[config.mk]
export PLATFORM = sky130hd
export DESIGN_NAME = mem_issue_queue_flat
export DESIGN_NICKNAME = d
export VERILOG_FILES = /design/src/rtl/mem_issue_queue_if.sv /design/src/rtl/mem_issue_queue.sv /design/src/flat_wrapper.sv
export SDC_FILE = /design/constraint.sdc
export NUM_CORES = 1
export LEC_CHECK = 0
export ABC_CLOCK_PERIOD_IN_PS = 7300
export BUFFER_PORTS_ARGS = -buffer_cell sky130_fd_sc_hd__buf_2
export CORE_MARGIN = 3
export CORE_UTILIZATION = 25
export CTS_CLUSTER_DIAMETER = 30
export DETAILED_ROUTE_END_ITERATION = 16
export GPL_TIMING_DRIVEN = 0
export PLACE_DENSITY = 0.44
export RECOVER_POWER = 100
export SYNTH_ARGS = -nofsm -noshare
export SYNTH_HDL_FRONTEND = slang
export SYNTH_SLANG_ARGS = --single-unit
[constraint.sdc]
create_clock -name clk -period 7.3 [get_ports clk]
set_input_delay 0.73 -clock clk [delete_from_list [all_inputs] [get_ports clk]]
set_output_delay 0.73 -clock clk [all_outputs]
set_load 0.01 [all_outputs]
[src/rtl/mem_issue_queue_if.sv]
// Dispatch-side and issue-side handshake bundle for the memory issue queue.
// Latency: none, wires only.
// Backpressure: disp_ready throttles dispatch; rr_stall freezes the issue register.
// Ports: disp_* carry a dispatched memory op in; instr_* carry the issued op out.
interface mem_issue_queue_if #(
  parameter int PREG_W    = 6,
  parameter int PAYLOAD_W = 64
) ();
  logic                 disp_valid;
  logic                 disp_ready;
  logic [PREG_W-1:0]    disp_rs1_tag;
  logic                 disp_rs1_rdy;
  logic [PREG_W-1:0]    disp_rs2_tag;
  logic                 disp_rs2_rdy;
  logic [PREG_W-1:0]    disp_rd_tag;
  logic                 disp_rd_valid;
  logic                 disp_is_load;
  logic [PAYLOAD_W-1:0] disp_payload;

  logic                 rr_stall;
  logic                 instr_valid;
  logic [PREG_W-1:0]    instr_rs1_tag;
  logic [PREG_W-1:0]    instr_rs2_tag;
  logic [PREG_W-1:0]    instr_rd_tag;
  logic                 instr_rd_valid;
  logic                 instr_is_load;
  logic [PAYLOAD_W-1:0] instr_payload;

  // Queue side.
  modport slave (
    input  disp_valid, disp_rs1_tag, disp_rs1_rdy, disp_rs2_tag, disp_rs2_rdy,
           disp_rd_tag, disp_rd_valid, disp_is_load, disp_payload, rr_stall,
    output disp_ready, instr_valid, instr_rs1_tag, instr_rs2_tag, instr_rd_tag,
           instr_rd_valid, instr_is_load, instr_payload
  );

  // Dispatch / register-read side.
  modport master (
    output disp_valid, disp_rs1_tag, disp_rs1_rdy, disp_rs2_tag, disp_rs2_rdy,
           disp_rd_tag, disp_rd_valid, disp_is_load, disp_payload, rr_stall,
    input  disp_ready, instr_valid, instr_rs1_tag, instr_rs2_tag, instr_rd_tag,
           instr_rd_valid, instr_is_load, instr_payload
  );
endinterface

[src/rtl/mem_issue_queue.sv]
// In-order load/store issue queue with tag wakeup and speculative load-dest broadcast.
// Latency: op pushed on edge N can be on instr_valid after edge N+1 (if at head, sources ready).
// Backpressure: disp_ready = not full (registered count); rr_stall holds instr_* and blocks pops.
// Ports: clk/rst_n/flush plain; io carries dispatch and issue buses; wake_* are
//        NUM_WAKE tag broadcasts; bcast_ld_spec_* is the load wakeup; occupancy = entry count.
module mem_issue_queue #(
  parameter int DEPTH     = 8,
  parameter int PREG_W    = 6,
  parameter int PAYLOAD_W = 64,
  parameter int NUM_WAKE  = 3
) (
  input  logic                       clk,
  input  logic                       rst_n,
  input  logic                       flush,
  mem_issue_queue_if.slave           io,
  input  logic [NUM_WAKE-1:0]        wake_valid,
  input  logic [NUM_WAKE*PREG_W-1:0] wake_tag,
  output logic                       bcast_ld_spec_valid,
  output logic [PREG_W-1:0]          bcast_ld_spec_tag,
  output logic [$clog2(DEPTH):0]     occupancy
);
  localparam int PTR_W = $clog2(DEPTH);
  localparam int CNT_W = PTR_W + 1;

  logic [PTR_W-1:0] head_q, tail_q;
  logic [CNT_W-1:0] count_q;

  logic [PREG_W-1:0]    rs1_tag_q [DEPTH];
  logic [PREG_W-1:0]    rs2_tag_q [DEPTH];
  logic [PREG_W-1:0]    rd_tag_q  [DEPTH];
  logic [DEPTH-1:0]     rd_vld_q;
  logic [DEPTH-1:0]     is_load_q;
  logic [PAYLOAD_W-1:0] payload_q [DEPTH];
  logic [DEPTH-1:0]     rs1_rdy_q, rs2_rdy_q;
  logic [DEPTH-1:0]     rs1_rdy_d, rs2_rdy_d;

  logic push, pop, issuable, issue_en;

  function automatic logic wake_hit(input logic [PREG_W-1:0]          tag,
                                    input logic [NUM_WAKE-1:0]        wv,
                                    input logic [NUM_WAKE*PREG_W-1:0] wt);
    logic hit;
    hit = 1'b0;
    for (int i = 0; i < NUM_WAKE; i++) begin
      if (wv[i] && (wt[i*PREG_W +: PREG_W] == tag)) hit = 1'b1;
    end
    return hit;
  endfunction

  // Ready bits with this cycle's wakeups folded in; the head check uses these so
  // a wakeup arriving in the issue cycle is not lost for a cycle.
  always_comb begin
    rs1_rdy_d = rs1_rdy_q;
    rs2_rdy_d = rs2_rdy_q;
    for (int i = 0; i < DEPTH; i++) begin
      rs1_rdy_d[i] = rs1_rdy_q[i] | wake_hit(rs1_tag_q[i], wake_valid, wake_tag);
      rs2_rdy_d[i] = rs2_rdy_q[i] | wake_hit(rs2_tag_q[i], wake_valid, wake_tag);
    end
  end

  assign io.disp_ready = (count_q != CNT_W'(DEPTH));
  assign occupancy     = count_q;
  assign issuable      = (count_q != '0) && rs1_rdy_d[head_q] && rs2_rdy_d[head_q];
  assign issue_en      = !io.rr_stall && !flush;
  assign pop           = issue_en && issuable;
  assign push          = io.disp_valid && io.disp_ready && !flush;

  // Entry payload/tags need no reset: an entry is only read once count covers it.
  always_ff @(posedge clk) begin
    if (push) begin
      rs1_tag_q[tail_q] <= io.disp_rs1_tag;
      rs2_tag_q[tail_q] <= io.disp_rs2_tag;
      rd_tag_q[tail_q]  <= io.disp_rd_tag;
      rd_vld_q[tail_q]  <= io.disp_rd_valid;
      is_load_q[tail_q] <= io.disp_is_load;
      payload_q[tail_q] <= io.disp_payload;
    end
  end

  always_ff @(posedge clk or negedge rst_n) begin
    if (!rst_n) begin
      head_q              <= '0;
      tail_q              <= '0;
      count_q             <= '0;
      rs1_rdy_q           <= '0;
      rs2_rdy_q           <= '0;
      io.instr_valid      <= 1'b0;
      io.instr_rs1_tag    <= '0;
      io.instr_rs2_tag    <= '0;
      io.instr_rd_tag     <= '0;
      io.instr_rd_valid   <= 1'b0;
      io.instr_is_load    <= 1'b0;
      io.instr_payload    <= '0;
      bcast_ld_spec_valid <= 1'b0;
      bcast_ld_spec_tag   <= '0;
    end else if (flush) begin
      head_q              <= '0;
      tail_q              <= '0;
      count_q             <= '0;
      rs1_rdy_q           <= '0;
      rs2_rdy_q           <= '0;
      io.instr_valid      <= 1'b0;
      bcast_ld_spec_valid <= 1'b0;
    end else begin
      rs1_rdy_q <= rs1_rdy_d;
      rs2_rdy_q <= rs2_rdy_d;
      // Push never targets a live entry (queue not full), so this override is safe.
      if (push) begin
        rs1_rdy_q[tail_q] <= io.disp_rs1_rdy | wake_hit(io.disp_rs1_tag, wake_valid, wake_tag);
        rs2_rdy_q[tail_q] <= io.disp_rs2_rdy | wake_hit(io.disp_rs2_tag, wake_valid, wake_tag);
        tail_q            <= tail_q + PTR_W'(1);
      end
      if (issue_en) begin
        io.instr_valid    <= issuable;
        io.instr_rs1_tag  <= rs1_tag_q[head_q];
        io.instr_rs2_tag  <= rs2_tag_q[head_q];
        io.instr_rd_tag   <= rd_tag_q[head_q];
        io.instr_rd_valid <= rd_vld_q[head_q];
        io.instr_is_load  <= is_load_q[head_q];
        io.instr_payload  <= payload_q[head_q];
      end
      if (pop) begin
        head_q            <= head_q + PTR_W'(1);
        bcast_ld_spec_tag <= rd_tag_q[head_q];
      end
      // One-shot: drops on the next edge even if rr_stall keeps instr_valid high.
      bcast_ld_spec_valid <= pop && is_load_q[head_q] && rd_vld_q[head_q];
      count_q             <= count_q + CNT_W'(push) - CNT_W'(pop);
    end
  end
endmodule

[src/flat_wrapper.sv]
// flat-port wrapper written by rule: the top's interface ports become plain ports
module mem_issue_queue_flat 
#(
  parameter int DEPTH     = 8,
  parameter int PREG_W    = 6,
  parameter int PAYLOAD_W = 64,
  parameter int NUM_WAKE  = 3
)
  (clk, rst_n, flush, wake_valid, wake_tag, bcast_ld_spec_valid, bcast_ld_spec_tag, occupancy, io_disp_valid, io_disp_rs1_tag, io_disp_rs1_rdy, io_disp_rs2_tag, io_disp_rs2_rdy, io_disp_rd_tag, io_disp_rd_valid, io_disp_is_load, io_disp_payload, io_rr_stall, io_disp_ready, io_instr_valid, io_instr_rs1_tag, io_instr_rs2_tag, io_instr_rd_tag, io_instr_rd_valid, io_instr_is_load, io_instr_payload);
  mem_issue_queue_if #(.PREG_W(PREG_W), .PAYLOAD_W(PAYLOAD_W)) io_i ();
  input  logic clk;
  input  logic rst_n;
  input  logic flush;
  input  logic [NUM_WAKE-1:0] wake_valid;
  input  logic [NUM_WAKE*PREG_W-1:0] wake_tag;
  output logic bcast_ld_spec_valid;
  output logic [PREG_W-1:0] bcast_ld_spec_tag;
  output logic [$clog2(DEPTH):0] occupancy;
  input wire logic [$bits(io_i.disp_valid)-1:0] io_disp_valid;
  input wire logic [$bits(io_i.disp_rs1_tag)-1:0] io_disp_rs1_tag;
  input wire logic [$bits(io_i.disp_rs1_rdy)-1:0] io_disp_rs1_rdy;
  input wire logic [$bits(io_i.disp_rs2_tag)-1:0] io_disp_rs2_tag;
  input wire logic [$bits(io_i.disp_rs2_rdy)-1:0] io_disp_rs2_rdy;
  input wire logic [$bits(io_i.disp_rd_tag)-1:0] io_disp_rd_tag;
  input wire logic [$bits(io_i.disp_rd_valid)-1:0] io_disp_rd_valid;
  input wire logic [$bits(io_i.disp_is_load)-1:0] io_disp_is_load;
  input wire logic [$bits(io_i.disp_payload)-1:0] io_disp_payload;
  input wire logic [$bits(io_i.rr_stall)-1:0] io_rr_stall;
  output wire logic [$bits(io_i.disp_ready)-1:0] io_disp_ready;
  output wire logic [$bits(io_i.instr_valid)-1:0] io_instr_valid;
  output wire logic [$bits(io_i.instr_rs1_tag)-1:0] io_instr_rs1_tag;
  output wire logic [$bits(io_i.instr_rs2_tag)-1:0] io_instr_rs2_tag;
  output wire logic [$bits(io_i.instr_rd_tag)-1:0] io_instr_rd_tag;
  output wire logic [$bits(io_i.instr_rd_valid)-1:0] io_instr_rd_valid;
  output wire logic [$bits(io_i.instr_is_load)-1:0] io_instr_is_load;
  output wire logic [$bits(io_i.instr_payload)-1:0] io_instr_payload;
  assign io_i.disp_valid = io_disp_valid;
  assign io_i.disp_rs1_tag = io_disp_rs1_tag;
  assign io_i.disp_rs1_rdy = io_disp_rs1_rdy;
  assign io_i.disp_rs2_tag = io_disp_rs2_tag;
  assign io_i.disp_rs2_rdy = io_disp_rs2_rdy;
  assign io_i.disp_rd_tag = io_disp_rd_tag;
  assign io_i.disp_rd_valid = io_disp_rd_valid;
  assign io_i.disp_is_load = io_disp_is_load;
  assign io_i.disp_payload = io_disp_payload;
  assign io_i.rr_stall = io_rr_stall;
  assign io_disp_ready = io_i.disp_ready;
  assign io_instr_valid = io_i.instr_valid;
  assign io_instr_rs1_tag = io_i.instr_rs1_tag;
  assign io_instr_rs2_tag = io_i.instr_rs2_tag;
  assign io_instr_rd_tag = io_i.instr_rd_tag;
  assign io_instr_rd_valid = io_i.instr_rd_valid;
  assign io_instr_is_load = io_i.instr_is_load;
  assign io_instr_payload = io_i.instr_payload;
  mem_issue_queue #(.DEPTH(DEPTH), .PREG_W(PREG_W), .PAYLOAD_W(PAYLOAD_W), .NUM_WAKE(NUM_WAKE)) u_core (.clk(clk), .rst_n(rst_n), .flush(flush), .io(io_i), .wake_valid(wake_valid), .wake_tag(wake_tag), .bcast_ld_spec_valid(bcast_ld_spec_valid), .bcast_ld_spec_tag(bcast_ld_spec_tag), .occupancy(occupancy));
endmodule
==> results list <==
* Cell chain of the critical path: inv_1, ha_1, nand2_1, nand2_1, or3_1, nor2_1, clkbuf_1, clkbuf_1
- In the final layout, the share of cells above drive strength 1 is 22.8%.
- Total core area: 0.134 sq mm
- STA classifies the critical path endpoint as a register.
* Failing checks: capacitance limit, slew limit
- Synthesis instantiated 51 different standard cells from the library.
- For hold timing, the worst endpoint is u_core.io.instr_valid.
- Clock-pin transition on the worst setup and hold timing paths: 0.04 ns
* Global Route Usage Sum: 15.3%
* Nets: 2405
- The floorplan step set the die height to 374 um.
- Setup repair after global routing left no endpoint under its margin.
* CTS H-tree lvls: 4
- For the worst setup path, the data required time is 7.65 ns.
- Worst R2R End: u_core.payload_q[6][30]
- Outcome: complete, but fails checks
* Delay contributed by the slowest stage of the critical path: 1.25 ns
- Synth async-reset ratio: 14.9%
* Post-synth top area cell: sky130_fd_sc_hd__edfxtp_1
- Area of all placed cells without fillers: 0.0433 sq mm
* Hold path startpoint: io_rr_stall
- Number of cells on the worst hold path: 2
- No sink is reached through more buffers than the 3 on the longest clock path.
- Crit path DAT: 5.68 ns
* Ys flop type: sky130_fd_sc_hd__edfxtp_1
- For the pin with the worst max-slew slack, the measured transition is 3.10 ns.
* Total detailed-routing wirelength: 108 mm
* Hold buffers post-CTS: 1
- Placed Instance Area: 0.0379 sq mm
- In this run the critical register-to-register path is launched from u_core.occupancy[2].
- The synthesized design contains 790 register bits.
* Number of instances in the synthesized netlist: 1883
* Final Critical Period: 5.33 ns
- The pre-antenna-repair detailed-routing pass consisted of 5 iterations.
- Across the run, the number of max-cap violations was 13.
* Max VDD drop: 224 uV
- For this run, the top clock speed supported by timing is 188 MHz.
* Most common library cell in the layout ignoring fill and taps: sky130_fd_sc_hd__edfxtp_1
* Die footprint: 0.140 sq mm
- TritonCTS clock tree: yes
* Depth of the worst register-to-register path: 8
- Routability-driven placement finished with a final weighted congestion of 0.859.
- Number of routed nets with antenna violations: 0
* Worst clock skew: 0.0626 ns
- Finish-stage setup viols: 0
- The max-slew violation count was 387.
* Initial antenna violation count: 18
* CTS Root Buffer Type: sky130_fd_sc_hd__clkbuf_16
- The final count of hold timing violations is 0.
- Via density per instance: 4.59
- The die is 374 um wide.
- Main area contributors after synthesis: sky130_fd_sc_hd__edfxtp_1 (60%), sky130_fd_sc_hd__mux4_2 (11%), sky130_fd_sc_hd__dfrtp_1 (8.7%), sky130_fd_sc_hd__xnor2_1 (4.2%), sky130_fd_sc_hd__xor2_1 (4.2%)
- Average wire per cell in the routed design: 25.5 um
- Setup slack on the worst flop-to-flop path: 1.97 ns
- TritonCTS created 176 clock buffers.
* Skew-Pair Late Insertion Delay: 0.78 ns
- Starting utilization of the core area: 25.3%
* Wire length of the first global-routing pass: 153 mm
* Clock Sink Count: 790
- Final period utilization: 73.0%
* Netlist Area Pre-Place: 0.0339 sq mm
* Min-delay worst type: primary input to register
* Quantity of gates resized following cts: 0
* Kind of start point of the critical path: register
* Setup fix buffers added after clock tree synthesis: 0
- Of all nets on the critical path, the largest fanout is 17.
- Largest net degree at the start of global routing: 84
- The worst setup path is of the register to register kind.
- The via count of the first global-routing pass came to 20600.
- For this run, design rule violations remaining after detail routing come to 0.
- The final route contains 19300 vias.
- IO buf count: 186
- The area growth from synthesis to layout is 27.9%.
- For this run the aggregate overflow at the end of global routing stands at 0.
- The detailed router finished its first iteration with 1572 violations.
- In this run the biggest area consumer among cell types represents 59.6% of the synthesized area.
- DP Wirelength: 70.7 mm
* Number of placement rows: 134
- Total of warnings raised by yosys: 0
- A synthesized cell averages 18.0 sq um.
- Worst hold slack: 0.257 ns
* Syn_nets: 2003
- Summing the sequential cell areas from Yosys gives 68.3% of the chip area.
- In this run the tightest slew margin relative to its limit is -107%.
* Io pins: 209
- Dividing total power by cell area gives a power density of 328 mW/mm^2.
- The top cell types in the final layout, fill and taps aside, are sky130_fd_sc_hd__edfxtp_1 (672), sky130_fd_sc_hd__clkbuf_1 (271), sky130_fd_sc_hd__clkbuf_16 (176).
* Master of the slowest instance on the critical path: sky130_fd_sc_hd__nor2_1
* Leak: 14.0 nW
* Count of flip-flops with a built-in enable after synthesis: 672
worst max-delay path, delay by kind of cell (launching register included):
family                   cells  cell delay (ns)
buffers and inverters        3             2.42
adder cells (fa/ha/maj)      1             0.21
AND/OR/NAND/NOR              4             1.96
flip-flops                   1             0.33
registers in the layout (all words and copies together), names as in the netlist:
register	count
u_core.bcast_ld_spec_tag	6
u_core.bcast_ld_spec_valid	1
u_core.head_q	3
u_core.io.instr_is_load	1
u_core.io.instr_payload	64
u_core.io.instr_rd_tag	6
u_core.io.instr_rd_valid	1
u_core.io.instr_rs1_tag	6
u_core.io.instr_rs2_tag	6
u_core.io.instr_valid	1
u_core.is_load_q	8
u_core.occupancy	4
u_core.payload_q	512
u_core.rd_tag_q	48
u_core.rd_vld_q	8
u_core.rs1_rdy_q	8
u_core.rs1_tag_q	48
u_core.rs2_rdy_q	8
u_core.rs2_tag_q	48
u_core.tail_q	3
metal layers:
metal | GRT usage (%) | wire length (um) | up-vias
met4 | 4.52 | 2250 | 12
met2 | 24.1 | 50100 | 704
met1 | 20.3 | 47000 | 10200
met3 | 4.60 | 8070 | 177
li1 | - | - | 8256
met5 | 0 | 88 | -
synth_stat cells (2+ instances only):
cell	instances
sky130_fd_sc_hd__nand3_1	3
sky130_fd_sc_hd__nand2_1	84
sky130_fd_sc_hd__buf_6	23
sky130_fd_sc_hd__buf_2	24
sky130_fd_sc_hd__edfxtp_1	672
sky130_fd_sc_hd__buf_12	12
sky130_fd_sc_hd__mux2i_1	79
sky130_fd_sc_hd__mux2_4	4
sky130_fd_sc_hd__nand2b_1	2
sky130_fd_sc_hd__a211oi_1	16
sky130_fd_sc_hd__a21oi_1	3
sky130_fd_sc_hd__or2_1	2
sky130_fd_sc_hd__mux2_2	12
sky130_fd_sc_hd__clkbuf_1	32
sky130_fd_sc_hd__o41ai_1	2
sky130_fd_sc_hd__or3_1	2
sky130_fd_sc_hd__o21ai_1	78
sky130_fd_sc_hd__mux4_2	168
sky130_fd_sc_hd__nor4_1	66
sky130_fd_sc_hd__inv_1	7
sky130_fd_sc_hd__mux2_1	3
sky130_fd_sc_hd__and2_1	7
sky130_fd_sc_hd__dfrtp_1	118
sky130_fd_sc_hd__buf_8	2
sky130_fd_sc_hd__buf_1	19
sky130_fd_sc_hd__nor3_1	3
sky130_fd_sc_hd__nand4_1	54
sky130_fd_sc_hd__nor4_2	5
sky130_fd_sc_hd__xor2_1	164
sky130_fd_sc_hd__nor2b_1	11
sky130_fd_sc_hd__nor2_1	16
sky130_fd_sc_hd__or4_1	2
sky130_fd_sc_hd__ha_1	7
sky130_fd_sc_hd__xnor2_1	164
cell families (layout without fill, tap and decap cells):
family / Yosys count / after routing / synth area share, %
compound gates: 108 / 108 / 1.84
xor+xnor: 329 / 329 / 8.53
fa+ha+maj: 8 / 8 / 0.318
buf+inv: 121 / 678 / 2.59
flops: 790 / 790 / 68.3
mux: 266 / 266 / 14.2
other cells: 0 / 6 / 0
simple gates: 261 / 261 / 4.19
report_power, final:
part / switching (mW) / internal [mW] / leakage (nW) / total, mW
Sequential: 0.122 / 5.15 / 7.57 / 5.28
Combinational: 0.574 / 0.317 / 3.45 / 0.891
Clock: 2.68 / 5.36 / 2.98 / 8.04
metrics by stage:
step                      power, mW  utilization [%]  setup WS (ns)   TNS, ns  cells
after CTS                      14.5             32.9           3.10         0   4208
after global routing           14.7             32.3           1.47         0   4208
after global placement         6.30             27.6          -3.79  -1330.94   3837
after detailed placement       6.34             28.3           2.75         0   3874
after floorplan                5.83                -           1.73         0   1883
final                          14.2             32.3           1.97         0   4214
area by class of cell:
class                   instances  area [sq um]
fillers                     13000         90700
inverters                       8          37.5
flip-flops and latches        790         23100
clock inverters               115          1470
plain buffers                 113           832
well taps                    1768          2210
repair buffers                224           982
multi-input cells             972          9840
clock buffers                 218          4770
diodes                          6          15.0
how the worst max path moves through the flow:
stage | slack (ns) | endpoint | start
after floorplan | 1.73 | u_core.rs2_rdy_q[6] | flush
after global placement | -3.79 | u_core.rs2_rdy_q[6] | flush
after detailed placement | 2.75 | u_core.occupancy[2] | wake_tag[5]
after CTS | 3.10 | u_core.occupancy[2] | u_core.rs2_tag_q[4][3]
after global routing | 1.47 | u_core.rs2_rdy_q[0] | u_core.occupancy[2]
final | 1.97 | u_core.payload_q[6][30] | u_core.occupancy[2]
No activity file was read; power rests on OpenSTA's default activity.
